$ cat src/rtl/dmem_write_buffer_if.sv
// Request/acknowledge bus between the data-memory write buffer and a
// multi-cycle data memory. The buffer is the master; the memory is the slave.
interface dmem_write_buffer_if #(
    parameter int N = 64
) ();
    logic         mem_req;
    logic         mem_we;
    logic [N-1:0] mem_addr;
    logic [N-1:0] mem_wdata;
    logic [N-1:0] mem_rdata;
    logic         mem_ack;

    modport master (
        output mem_req, mem_we, mem_addr, mem_wdata,
        input  mem_rdata, mem_ack
    );

    modport slave (
        input  mem_req, mem_we, mem_addr, mem_wdata,
        output mem_rdata, mem_ack
    );
endinterface

$ cat src/rtl/dmem_write_buffer.sv
// Data-memory write buffer between the MEM stage and a multi-cycle memory.
// Stores are posted into a DEPTH-entry FIFO and drained in the background;
// loads are served from the bus and stall the pipeline until data returns.
// Optional macro DMEM_WB_FORWARD_EN: when defined, loads that match a buffered
// store (doubleword granularity) are forwarded from the youngest match with no
// stall; when undefined, every load waits for an empty buffer and reads the bus.
module dmem_write_buffer #(
    parameter int N        = 64,
    parameter int DEPTH    = 4,
    parameter int ADDR_LSB = 3
) (
    input  logic                 clk,
    input  logic                 reset,
    input  logic [N-1:0]         DM_addr,
    input  logic [N-1:0]         DM_writeData,
    input  logic                 DM_writeEnable,
    input  logic                 DM_readEnable,
    output logic [N-1:0]         DM_readData,
    output logic                 stall,
    dmem_write_buffer_if.master  bus
);
    localparam int PTR_W = $clog2(DEPTH);
    localparam int CNT_W = $clog2(DEPTH + 1);

    if (DEPTH < 2 || (DEPTH & (DEPTH - 1)) != 0 || ADDR_LSB >= N) begin : g_param_check
        $error("dmem_write_buffer: DEPTH must be a power of two >= 2 and ADDR_LSB < N");
    end

    typedef enum logic [1:0] {
        IDLE,
        WR_BUS,
        RD_BUS
    } state_t;

    state_t state;
    state_t state_next;

    logic [N-1:0]     addr_q [DEPTH];
    logic [N-1:0]     data_q [DEPTH];
    logic [PTR_W-1:0] head;
    logic [PTR_W-1:0] tail;
    logic [CNT_W-1:0] count;
    logic             rd_valid;
    logic [N-1:0]     rd_q;

    logic             store;
    logic             load;
    logic             full;
    logic             push;
    logic             pop;
    logic             hit;
    logic [N-1:0]     fwd_data;
    logic             rd_issue;

    // A simultaneous load and store is handled as a store; flag it in simulation.
    assert property (@(posedge clk) disable iff (!reset) !(DM_readEnable && DM_writeEnable))
        else $error("dmem_write_buffer: DM_readEnable and DM_writeEnable both set");

    assign store = DM_writeEnable;
    assign load  = DM_readEnable && !DM_writeEnable;
    assign full  = (count == CNT_W'(DEPTH));
    assign push  = reset && store && !full;
    assign pop   = reset && (state == WR_BUS) && bus.mem_ack;

`ifdef DMEM_WB_FORWARD_EN
    // Search buffered stores oldest to youngest so the youngest match wins.
    always_comb begin
        hit      = 1'b0;
        fwd_data = '0;
        for (int i = 0; i < DEPTH; i++) begin
            if (CNT_W'(i) < count &&
                addr_q[head + PTR_W'(i)][N-1:ADDR_LSB] == DM_addr[N-1:ADDR_LSB]) begin
                hit      = 1'b1;
                fwd_data = data_q[head + PTR_W'(i)];
            end
        end
    end

    assign rd_issue = load && !hit && !rd_valid;
`else
    assign hit      = 1'b0;
    assign fwd_data = '0;
    assign rd_issue = load && !rd_valid && (count == '0);
`endif

    // State register.
    always_ff @(posedge clk) begin
        if (!reset) begin
            state <= IDLE;
        end else begin
            state <= state_next;
        end
    end

    // Next-state: a pending load miss beats draining; bus phases end on ack.
    always_comb begin
        state_next = state;
        case (state)
            IDLE: begin
                if (rd_issue) begin
                    state_next = RD_BUS;
                end else if (count != '0) begin
                    state_next = WR_BUS;
                end
            end
            WR_BUS: begin
                if (bus.mem_ack) begin
                    state_next = IDLE;
                end
            end
            RD_BUS: begin
                if (bus.mem_ack) begin
                    state_next = IDLE;
                end
            end
            default: state_next = IDLE;
        endcase
    end

    // Registered bus outputs, held from request launch until the cycle after ack.
    always_ff @(posedge clk) begin
        if (!reset) begin
            bus.mem_req   <= 1'b0;
            bus.mem_we    <= 1'b0;
            bus.mem_addr  <= '0;
            bus.mem_wdata <= '0;
        end else if (state == IDLE && state_next == WR_BUS) begin
            bus.mem_req   <= 1'b1;
            bus.mem_we    <= 1'b1;
            bus.mem_addr  <= addr_q[head];
            bus.mem_wdata <= data_q[head];
        end else if (state == IDLE && state_next == RD_BUS) begin
            bus.mem_req   <= 1'b1;
            bus.mem_we    <= 1'b0;
            bus.mem_addr  <= DM_addr;
            bus.mem_wdata <= '0;
        end else if (state != IDLE && bus.mem_ack) begin
            bus.mem_req   <= 1'b0;
        end
    end

    // Captured load-miss data, presented for exactly one cycle after the ack.
    always_ff @(posedge clk) begin
        if (!reset) begin
            rd_valid <= 1'b0;
            rd_q     <= '0;
        end else if (state == RD_BUS && bus.mem_ack) begin
            rd_valid <= 1'b1;
            rd_q     <= bus.mem_rdata;
        end else begin
            rd_valid <= 1'b0;
        end
    end

    // FIFO pointers and occupancy; push and pop in one cycle leave count unchanged.
    always_ff @(posedge clk) begin
        if (!reset) begin
            head  <= '0;
            tail  <= '0;
            count <= '0;
        end else begin
            if (push) begin
                tail <= tail + PTR_W'(1);
            end
            if (pop) begin
                head <= head + PTR_W'(1);
            end
            case ({push, pop})
                2'b10:   count <= count + CNT_W'(1);
                2'b01:   count <= count - CNT_W'(1);
                default: count <= count;
            endcase
        end
    end

    // FIFO storage; entries are only meaningful below count, so no reset is needed.
    always_ff @(posedge clk) begin
        if (push) begin
            addr_q[tail] <= DM_addr;
            data_q[tail] <= DM_writeData;
        end
    end

    // Pipeline-facing results: stall on a full buffer or an unresolved load.
    always_comb begin
        stall       = 1'b0;
        DM_readData = '0;
        if (reset) begin
            if (store) begin
                stall = full;
            end else if (load) begin
                if (rd_valid) begin
                    DM_readData = rd_q;
                end else if (hit) begin
                    DM_readData = fwd_data;
                end else begin
                    stall = 1'b1;
                end
            end
        end
    end
endmodule

$ cat src/flat_wrapper.sv
// flat-port wrapper written by rule: the top's interface ports become plain ports
module dmem_write_buffer_flat 
#(
    parameter int N        = 64,
    parameter int DEPTH    = 4,
    parameter int ADDR_LSB = 3
)
  (clk, reset, DM_addr, DM_writeData, DM_writeEnable, DM_readEnable, DM_readData, stall, bus_mem_req, bus_mem_we, bus_mem_addr, bus_mem_wdata, bus_mem_rdata, bus_mem_ack);
  dmem_write_buffer_if #(.N(N)) bus_i ();
  input  logic clk;
  input  logic reset;
  input  logic [N-1:0] DM_addr;
  input  logic [N-1:0] DM_writeData;
  input  logic DM_writeEnable;
  input  logic DM_readEnable;
  output logic [N-1:0] DM_readData;
  output logic stall;
  output wire logic [$bits(bus_i.mem_req)-1:0] bus_mem_req;
  output wire logic [$bits(bus_i.mem_we)-1:0] bus_mem_we;
  output wire logic [$bits(bus_i.mem_addr)-1:0] bus_mem_addr;
  output wire logic [$bits(bus_i.mem_wdata)-1:0] bus_mem_wdata;
  input wire logic [$bits(bus_i.mem_rdata)-1:0] bus_mem_rdata;
  input wire logic [$bits(bus_i.mem_ack)-1:0] bus_mem_ack;
  assign bus_mem_req = bus_i.mem_req;
  assign bus_mem_we = bus_i.mem_we;
  assign bus_mem_addr = bus_i.mem_addr;
  assign bus_mem_wdata = bus_i.mem_wdata;
  assign bus_i.mem_rdata = bus_mem_rdata;
  assign bus_i.mem_ack = bus_mem_ack;
  dmem_write_buffer #(.N(N), .DEPTH(DEPTH), .ADDR_LSB(ADDR_LSB)) u_core (.clk(clk), .reset(reset), .DM_addr(DM_addr), .DM_writeData(DM_writeData), .DM_writeEnable(DM_writeEnable), .DM_readEnable(DM_readEnable), .DM_readData(DM_readData), .stall(stall), .bus(bus_i));
endmodule
$ cat config.mk
export PLATFORM = sky130hd
export DESIGN_NAME = dmem_write_buffer_flat
export DESIGN_NICKNAME = d
export VERILOG_FILES = /design/src/rtl/dmem_write_buffer_if.sv /design/src/rtl/dmem_write_buffer.sv /design/src/flat_wrapper.sv
export SDC_FILE = /design/constraint.sdc
export NUM_CORES = 1
export LEC_CHECK = 0
export BUFFER_PORTS_ARGS = -buffer_cell sky130_fd_sc_hd__buf_2
export CORE_UTILIZATION = 57
export CTS_BUF_LIST = sky130_fd_sc_hd__clkbuf_8
export DETAILED_ROUTE_END_ITERATION = 6
export GPL_ROUTABILITY_DRIVEN = 0
export PLACE_DENSITY = 0.8
export REMOVE_ABC_BUFFERS = 1
export SLEW_MARGIN = 20
export SYNTH_ARGS = -nofsm -noshare
export SYNTH_HDL_FRONTEND = slang
export SYNTH_SLANG_ARGS = --single-unit
$ cat constraint.sdc
create_clock -name clk -period 5.38 [get_ports clk]
set_input_delay 0 -clock clk [delete_from_list [all_inputs] [get_ports clk]]
set_output_delay 0 -clock clk [all_outputs]
set_load 0.01 [all_outputs]
==> results by stage, run 1 <==
Routing:
- After the first detailed-routing iteration, the DRC count stood at 1139.
- The final routed wirelength across all metal layers is 63.3 mm.
- The first-pass iteration count of the detailed router is 7.
- After detailed routing, the average wire length per cell comes to 21.6 microns.
- The average via count per standard cell is 5.64.
- The routed layout has 16542 vias.
- The number of remaining DRC errors is 34.
- The remaining number of nets flagged by the antenna check after routing is 0.

Clock network:
- The tree is rooted in a clkbuf_8.
- The H-tree depth is 3.
- The number of buffers inserted during clock tree synthesis is 110.
- At the later pin of the worst-skew pair, clock insertion delay measures 710 ps.
- Counting along the longest clock path gives a buffer depth of 3.
- The register clock-pin slew on the reported worst setup and hold paths is 60 ps.
- Post-CTS repair changed the size of 0 cells.
- TritonCTS built the clock tree.
- The CTS sink count is 718.

Pwr:
- In this run the static leakage power is 13.0 nW.
- The worst voltage drop across the vdd grid is 277 uV.
- The power density normalized to cell area is 370 mW/mm^2.
- The final total power is 12.5 mW.

Setup path:
- Measured in cells, the most critical reg-to-reg path has a length of 8.
- The origin of the worst setup path is u_core.state[1].
- In this run the critical register-to-register path is launched from u_core.state[1].
- The capturing point of the worst reg2reg path is u_core.bus.mem_wdata[40].
- STA classifies the critical path endpoint as a register.
- STA classifies the critical path startpoint as a register.
- The arrival time of the worst setup path is 3950 ps.
- In this run the register-to-register setup slack is 2040 ps.
- The type of the worst setup path is register to register.
- In this run the worst path has a maximum fanout of 26.
- The critical path required time is 5990 ps.

Global route:
- The final global-route overflow total is 0.
- The via count of the first global-routing pass is 17219.
- Entering global routing, the biggest net connects 95 pins.
- The number of antenna violations at the first check in global routing is 8.
- Global routing used 25.8% of the available tracks.
- The global-route wire length before repair is 94.1 mm.

Yosys:
- The post-synthesis instance area is 0.0273 sq mm.
- A synthesized cell averages 17.0 sq um.
- Sequential elements use 71.5% of the synthesized area.
- The number of enable flip-flop cells after synthesis is 512.
- The post-synthesis register bit count is 718.
- In this run the biggest area consumer among cell types represents 56.4% of the synthesized area.
- The most common flop cell mapped by yosys is edfxtp_1.
- Summed over all instances, the cell type with the most area after synthesis is edfxtp_1.
- Yosys printed 0 warnings.
- Of all flip-flops after synthesis, the portion carrying an async set or reset was 0%.
- Synthesis instantiated 39 different standard cells from the library.
- By instance count, the leading cell after synthesis is edfxtp_1.
- By area the synthesized netlist is led by edfxtp_1, dfxtp_1, mux4_2, nand2_1, mux2i_1.
- Synthesis produced 1608 cells.
- The commonest cells after synthesis are edfxtp_1, dfxtp_1, nand2_1.

Floorplanning:
- The floorplan has 79 rows.
- The die extent in y is 221 microns.
- The core box area is 0.0469 sq mm.
- The floorplan step defined a die boundary enclosing 0.0487 sq mm.
- For this configuration, the core starts out at a cell density of 58.2%.
- For this design the top-level I/O count stands at 392.
- The width of the die is 221 microns.

Timing:
- Clock skew on the completed layout was measured at 47.2 ps.
- The worst path uses 62.1% of the clock period.
- The achievable frequency is 299 MHz.
- Setup repair after global routing left no endpoint under its margin.
- The number of hold-slack violations in the final timing report is 0.
- In this run the tightest slew margin relative to its limit is 29.3%.
- The total of endpoints with negative setup slack in the final report is 0.
- For the final routed database, the setup TNS stands at 0 ps.
- The slew at the pin with the worst max-slew slack is 1060 ps.
- The count of pins over their slew limit is 0.
- The smallest clock period supported by the final layout is computed as 3340 ps.

Run status:
- The checks that failed: design-rule violations.
- The flow ran to the end, but the final reports show violations.

Layout:
- The layout filler cell count is 2819.
- Of the cells placed in the final design, the portion with a size suffix greater than 1 is 30.1%.
- The multi-input gate area in the final layout is 0.00726 sq mm.
- The storage element area is 0.0195 sq mm.
- The layout net count is 2434.
- The area added between synthesis and finish is 24.4%.

Hold path:
- The worst hold-check path type is primary input to register.
- In this run the most critical hold path is launched from DM_writeData[11].
- The cell depth of the worst min-delay path is 2.
- The worst hold path terminates at u_core.data_q[1][11].

Placement:
- The port buffer count is 391.
- Summed over all nets, the half-perimeter wirelength after detailed placement is 35.3 mm.

Job:
- The tool flagged a number of max-cap violations equal to 0.
cell families (layout without fill, tap and decap cells):
family	count (synthesis)	in the layout	synth area share, %
AND/OR/NAND/NOR	356	356	6.38
XOR/XNOR	5	5	0.161
adder cells (fa/ha/maj)	10	10	0.487
AO/OA/AOI/OAI	211	211	6.38
buffers and inverters	114	826	2.07
flip-flops	718	718	71.5
other	0	5	0
multiplexers	194	194	13.0
worst max-delay path, stage by stage (launching register included):
cell	delay (ps)
dfxtp_1	500
inv_1	150
ha_1	330
or3b_1	400
mux2_2	330
o211ai_4	800
buf_4	410
a22oi_1	140
nor2b_1	200
metrics by stage:
stage	cell area [sq um]	setup WS [ps]	hold WS [ps]	std cells	util, %
final	33900	2040	65.3	2932	72.4
after floorplan	26700	-4910	98.9	1503	-
after detailed placement	29700	2090	216	2521	63.5
after global routing	33900	1880	27.7	2932	72.4
after CTS	33900	2060	0.997	2927	72.3
after global placement	29700	2260	211	2521	63.5
where the power goes:
| part | total [mW] | leakage, nW | internal [mW] | switching (mW) |
|---|---|---|---|---|
| Clock | 4.29 | 1.27 | 2.26 | 2.03 |
| Combinational | 1.78 | 5.34 | 0.760 | 1.02 |
| Sequential | 6.46 | 6.34 | 6.28 | 0.176 |
cell usage in the layout (no fill, tap or decap), types with 3 or more instances in the layout:
cell / count
and2_1: 70
xnor2_1: 3
dfxtp_1: 204
buf_2: 390
o211a_1: 64
buf_12: 5
ha_1: 9
and3_4: 4
mux4_2: 128
mux2i_1: 65
nand2_1: 196
dlygate4sd3_1: 201
clkinv_1: 13
clkbuf_8: 131
a21oi_1: 3
edfxtp_1: 512
o21ai_0: 6
clkinv_2: 9
inv_1: 55
diode_2: 5
a22oi_1: 64
nor2b_1: 68
buf_4: 15
a21boi_0: 66
layout make-up:
cell class / count / share of cell area [%]
antenna: 5 / 0.0369
clock buffer: 131 / 5.32
clock inverter: 74 / 1.02
inverter: 9 / 0.0996
multi-input combinational: 776 / 21.4
sequential: 718 / 57.5
tap: 607 / 2.24
timing repair buffer: 612 / 12.3
timing repair:
action / CTS / global route
buffers inserted: 0 / 0
hold buffers: 201 / 0
hold endpoints to repair: 663 / 0
metal layers:
layer / vias up / part of all wire, % / GRT usage (%)
met5: - / 0.057 / 0
met4: 6 / 2.6 / 10.2
met3: 133 / 7.4 / 6.34
met2: 640 / 51 / 44.6
met1: 8343 / 39 / 31.0
li1: 7420 / - / -
worst max path at each step:
stage / endpoint / slack (ps) / depth (start not counted)
after floorplan: u_core.bus.mem_wdata[44] / -4910 / 5
after global placement: u_core.bus.mem_wdata[55] / 2260 / 8
after detailed placement: u_core.bus.mem_wdata[56] / 2090 / 8
after CTS: u_core.bus.mem_wdata[56] / 2060 / 8
after global routing: u_core.bus.mem_wdata[56] / 1880 / 8
final: u_core.bus.mem_wdata[40] / 2040 / 8
state kept, by name, summed over array words and instances, names as in the netlist, named ones only:
signal                count
u_core.rd_q              64
u_core.bus.mem_we         1
u_core.head               2
u_core.state              2
u_core.bus.mem_wdata     64
u_core.tail               2
u_core.bus.mem_addr      64
u_core.rd_valid           1
u_core.data_q           256
u_core.count              3
u_core.bus.mem_req        1
u_core.addr_q           256
(Power assumes the default switching activity.)
==> run 2, diff against run 1 <==
- CORE_UTILIZATION: 57 -> 53
- PLACE_DENSITY: 0.8 -> 0.78
- clock period: 5.38 -> 2.9 ns (I/O delays scaled with it)
==> results by stage, run 2 (same netlist as run 1, synthesis figures left out) <==
Timing:
- The minimum clock period is 2790 ps.
- On the final layout, the worst clock skew is 44.7 ps.
- The achievable frequency is 359 MHz.
- The final critical-path setup slack is 115 ps.
- Measured against its own limit, the worst slew margin works out to 23.0%.
- The portion of the clock cycle consumed by the worst path in the final layout is 96.0%.
- Summed over all failing endpoints, the final setup total negative slack is 0 ps.
- Setup repair after global routing left no endpoint under its margin.
- The count of pins over their slew limit came to 0.
- The total of endpoints with negative setup slack in the final report is 0.
- The worst hold slack after final layout is 65.1 ps.
- For the pin with the worst max-slew slack, the measured transition is 1150 ps.
- The number of hold-slack violations in the final timing report is 0.

Job:
- Across the run, the number of max-cap violations was 0.

Setup path:
- In this run the critical register-to-register path is launched from u_core.state[1].
- The critical path required time is 3490 ps.
- The worst setup path is captured at a register.
- The capturing point of the worst reg2reg path is u_core.bus.mem_addr[49].
- In this run the worst path has a maximum fanout of 64.
- The number of cells on the worst reg-to-reg path is 8.
- The kind of launch point of the worst setup path is a register.
- The arrival time of the worst setup path is 3380 ps.
- The reg-to-reg setup timing slack is 110 ps.
- The type of the worst setup path is register to register.

Clock network:
- Clock latency on the worst-skew pair, taken at its later pin, is 700 ps.
- The H-tree depth is 3.
- After clock tree synthesis, the clock-pin slew on the worst setup and hold paths is 70 ps.
- The number of buffers on the longest clock path is 3.
- The number of buffers inserted during clock tree synthesis is 109.
- The tree is rooted in a clkbuf_8.
- The CTS sink count is 718.
- TritonCTS built the clock tree.

Routing:
- The average routed wire per standard cell is 21.5 microns.
- The overall via count from detail_route is 16652.
- The first routing iteration left 1078 violations.
- The average via count per standard cell is 5.53.
- After detailed routing, the total wire length is 64.8 mm.
- The count of nets left with antenna violations once routing finished came out at 0.
- The first-pass iteration count of the detailed router is 5.
- The number of remaining DRC errors is 0.

Layout:
- After filler insertion, the fill cell instance count of the layout stands at 3164.
- The area added between synthesis and finish is 26.5%.
- The largest registers in the layout are u_core.addr_q (256), u_core.data_q (256).
- Summing all non-filler instances in the final layout gives an area of 0.0345 sq mm.
- The layout cell share with drive strength beyond 1 is 31.1%.
- The most frequent standard cell in the layout excluding fill and tap cells is edfxtp_1.
- The layout net count is 2444.
- Once layout is complete, the cells apart from fillers number 3010.
- The top cell types in the final layout, fill and taps aside, are edfxtp_1, buf_2, dfxtp_1, dlygate4sd3_1, nand2_1.
- The end-of-flow core utilization is 68.3%.

Global route:
- Global routing consumed, over all layers together, 24.8% of the routing resources.
- The number of antenna violations at the first check in global routing is 9.
- The via count of the first global-routing pass is 17732.
- The final global-route overflow total is 0.
- Entering global routing, the biggest net connects 182 pins.
- The global-route wire length before repair is 99.6 mm.

Floorplanning:
- The number of placement rows is 82.
- The core region is 0.0505 sq mm.
- The floorplan die area is 0.0523 sq mm.
- The die extent in y is 229 microns.
- The initial utilization of the core area, before any placement, comes to 54.0%.
- The die is 229 microns wide.
- The number of primary I/O pins is 392.

Pwr:
- The leakage component of the power is 13.1 nW.
- For this design the ratio of total power to cell area is 702 mW/mm^2.
- Total power for the finished layout comes to 24.2 mW.
- IR analysis of the VDD net gives a maximum drop of 831 uV.

Hold path:
- The cell depth of the worst min-delay path is 2.
- The min-delay analysis places its worst path in the category primary input to register.
- The start point of the worst hold path is DM_writeData[9].
- The hold-critical path endpoint is u_core.data_q[1][9].

Placement:
- OpenSTA, run right after detailed placement, puts the worst setup slack at 36.9 ps.
- The half-perimeter wire length after detailed placement is 34.7 mm.
- The placed instances occupy a cell area of 0.0301 sq mm.
- The port buffer count is 391.
- The number of instances in the placed design is 2596.

Run status:
- The run finished with clean final reports.
## run 2: changes by cell type in the layout (fill, tap and decap cells not counted), sizes merged
| cell | delta |
|---|---|
| diode | +1 |
| clkinv | +4 |
| nor2b | +1 |
| inv | -10 |
| bufinv | +7 |
| buf | +10 |
## run 2: report_power, final
part           internal [mW]  switching, mW  leakage [nW]
clock                   4.84           3.92          1.34
combinational           1.51           1.98          5.44
sequential              11.6          0.325          6.34
## run 2: how the worst max path moves through the flow
stage               slack (ps)       startpoint                       end
floorplan                -7390  u_core.state[0]  u_core.bus.mem_wdata[44]
global placement           210  u_core.state[1]  u_core.bus.mem_wdata[44]
detailed placement          40  u_core.state[1]   u_core.bus.mem_wdata[8]
CTS                        200  u_core.state[1]   u_core.bus.mem_addr[47]
global route                40  u_core.state[1]   u_core.bus.mem_addr[49]
finish                     110  u_core.state[1]   u_core.bus.mem_addr[49]
## run 2: repair_timing
| item | 4_1_cts | 5_1_grt |
|---|---|---|
| hold endpoints to repair | 666 | 0 |
| setup buffers | 0 | 0 |
| hold buffers | 201 | 0 |
| endpoints found under the setup margin | 1 | 0 |
| resized for setup | 0 | 0 |
## run 2: cell type report
type / count / area (sq um) / share of cell area [%]
Antenna cell: 6 / 15.0 / 0.0435
Clock buffer: 131 / 1800 / 5.23
Sequential cell: 718 / 19500 / 56.6
Clock inverter: 75 / 551 / 1.60
Timing Repair Buffer: 622 / 4460 / 12.9
Inverter: 9 / 33.8 / 0.0980
Multi-Input combinational cell: 777 / 7260 / 21.1
Tap cell: 672 / 841 / 2.44
## run 2: routing by layer
layer / up-vias / share of wire (%) / GRT usage, %
met1: 8386 / 40 / 30.3
met4: 6 / 2.6 / 9.60
met5: - / 0.057 / 0
li1: 7447 / - / -
met2: 681 / 50 / 42.4
met3: 132 / 7.3 / 6.09
## run 2: critical path: stages, from the launching register on
cell and delay, ps:
dfxtp_1 480, inv_1 160, ha_1 340, nor4bb_1 470, o32ai_4 220, buf_12 250
mux2i_1 370, nand2_1 110, o211a_1 140
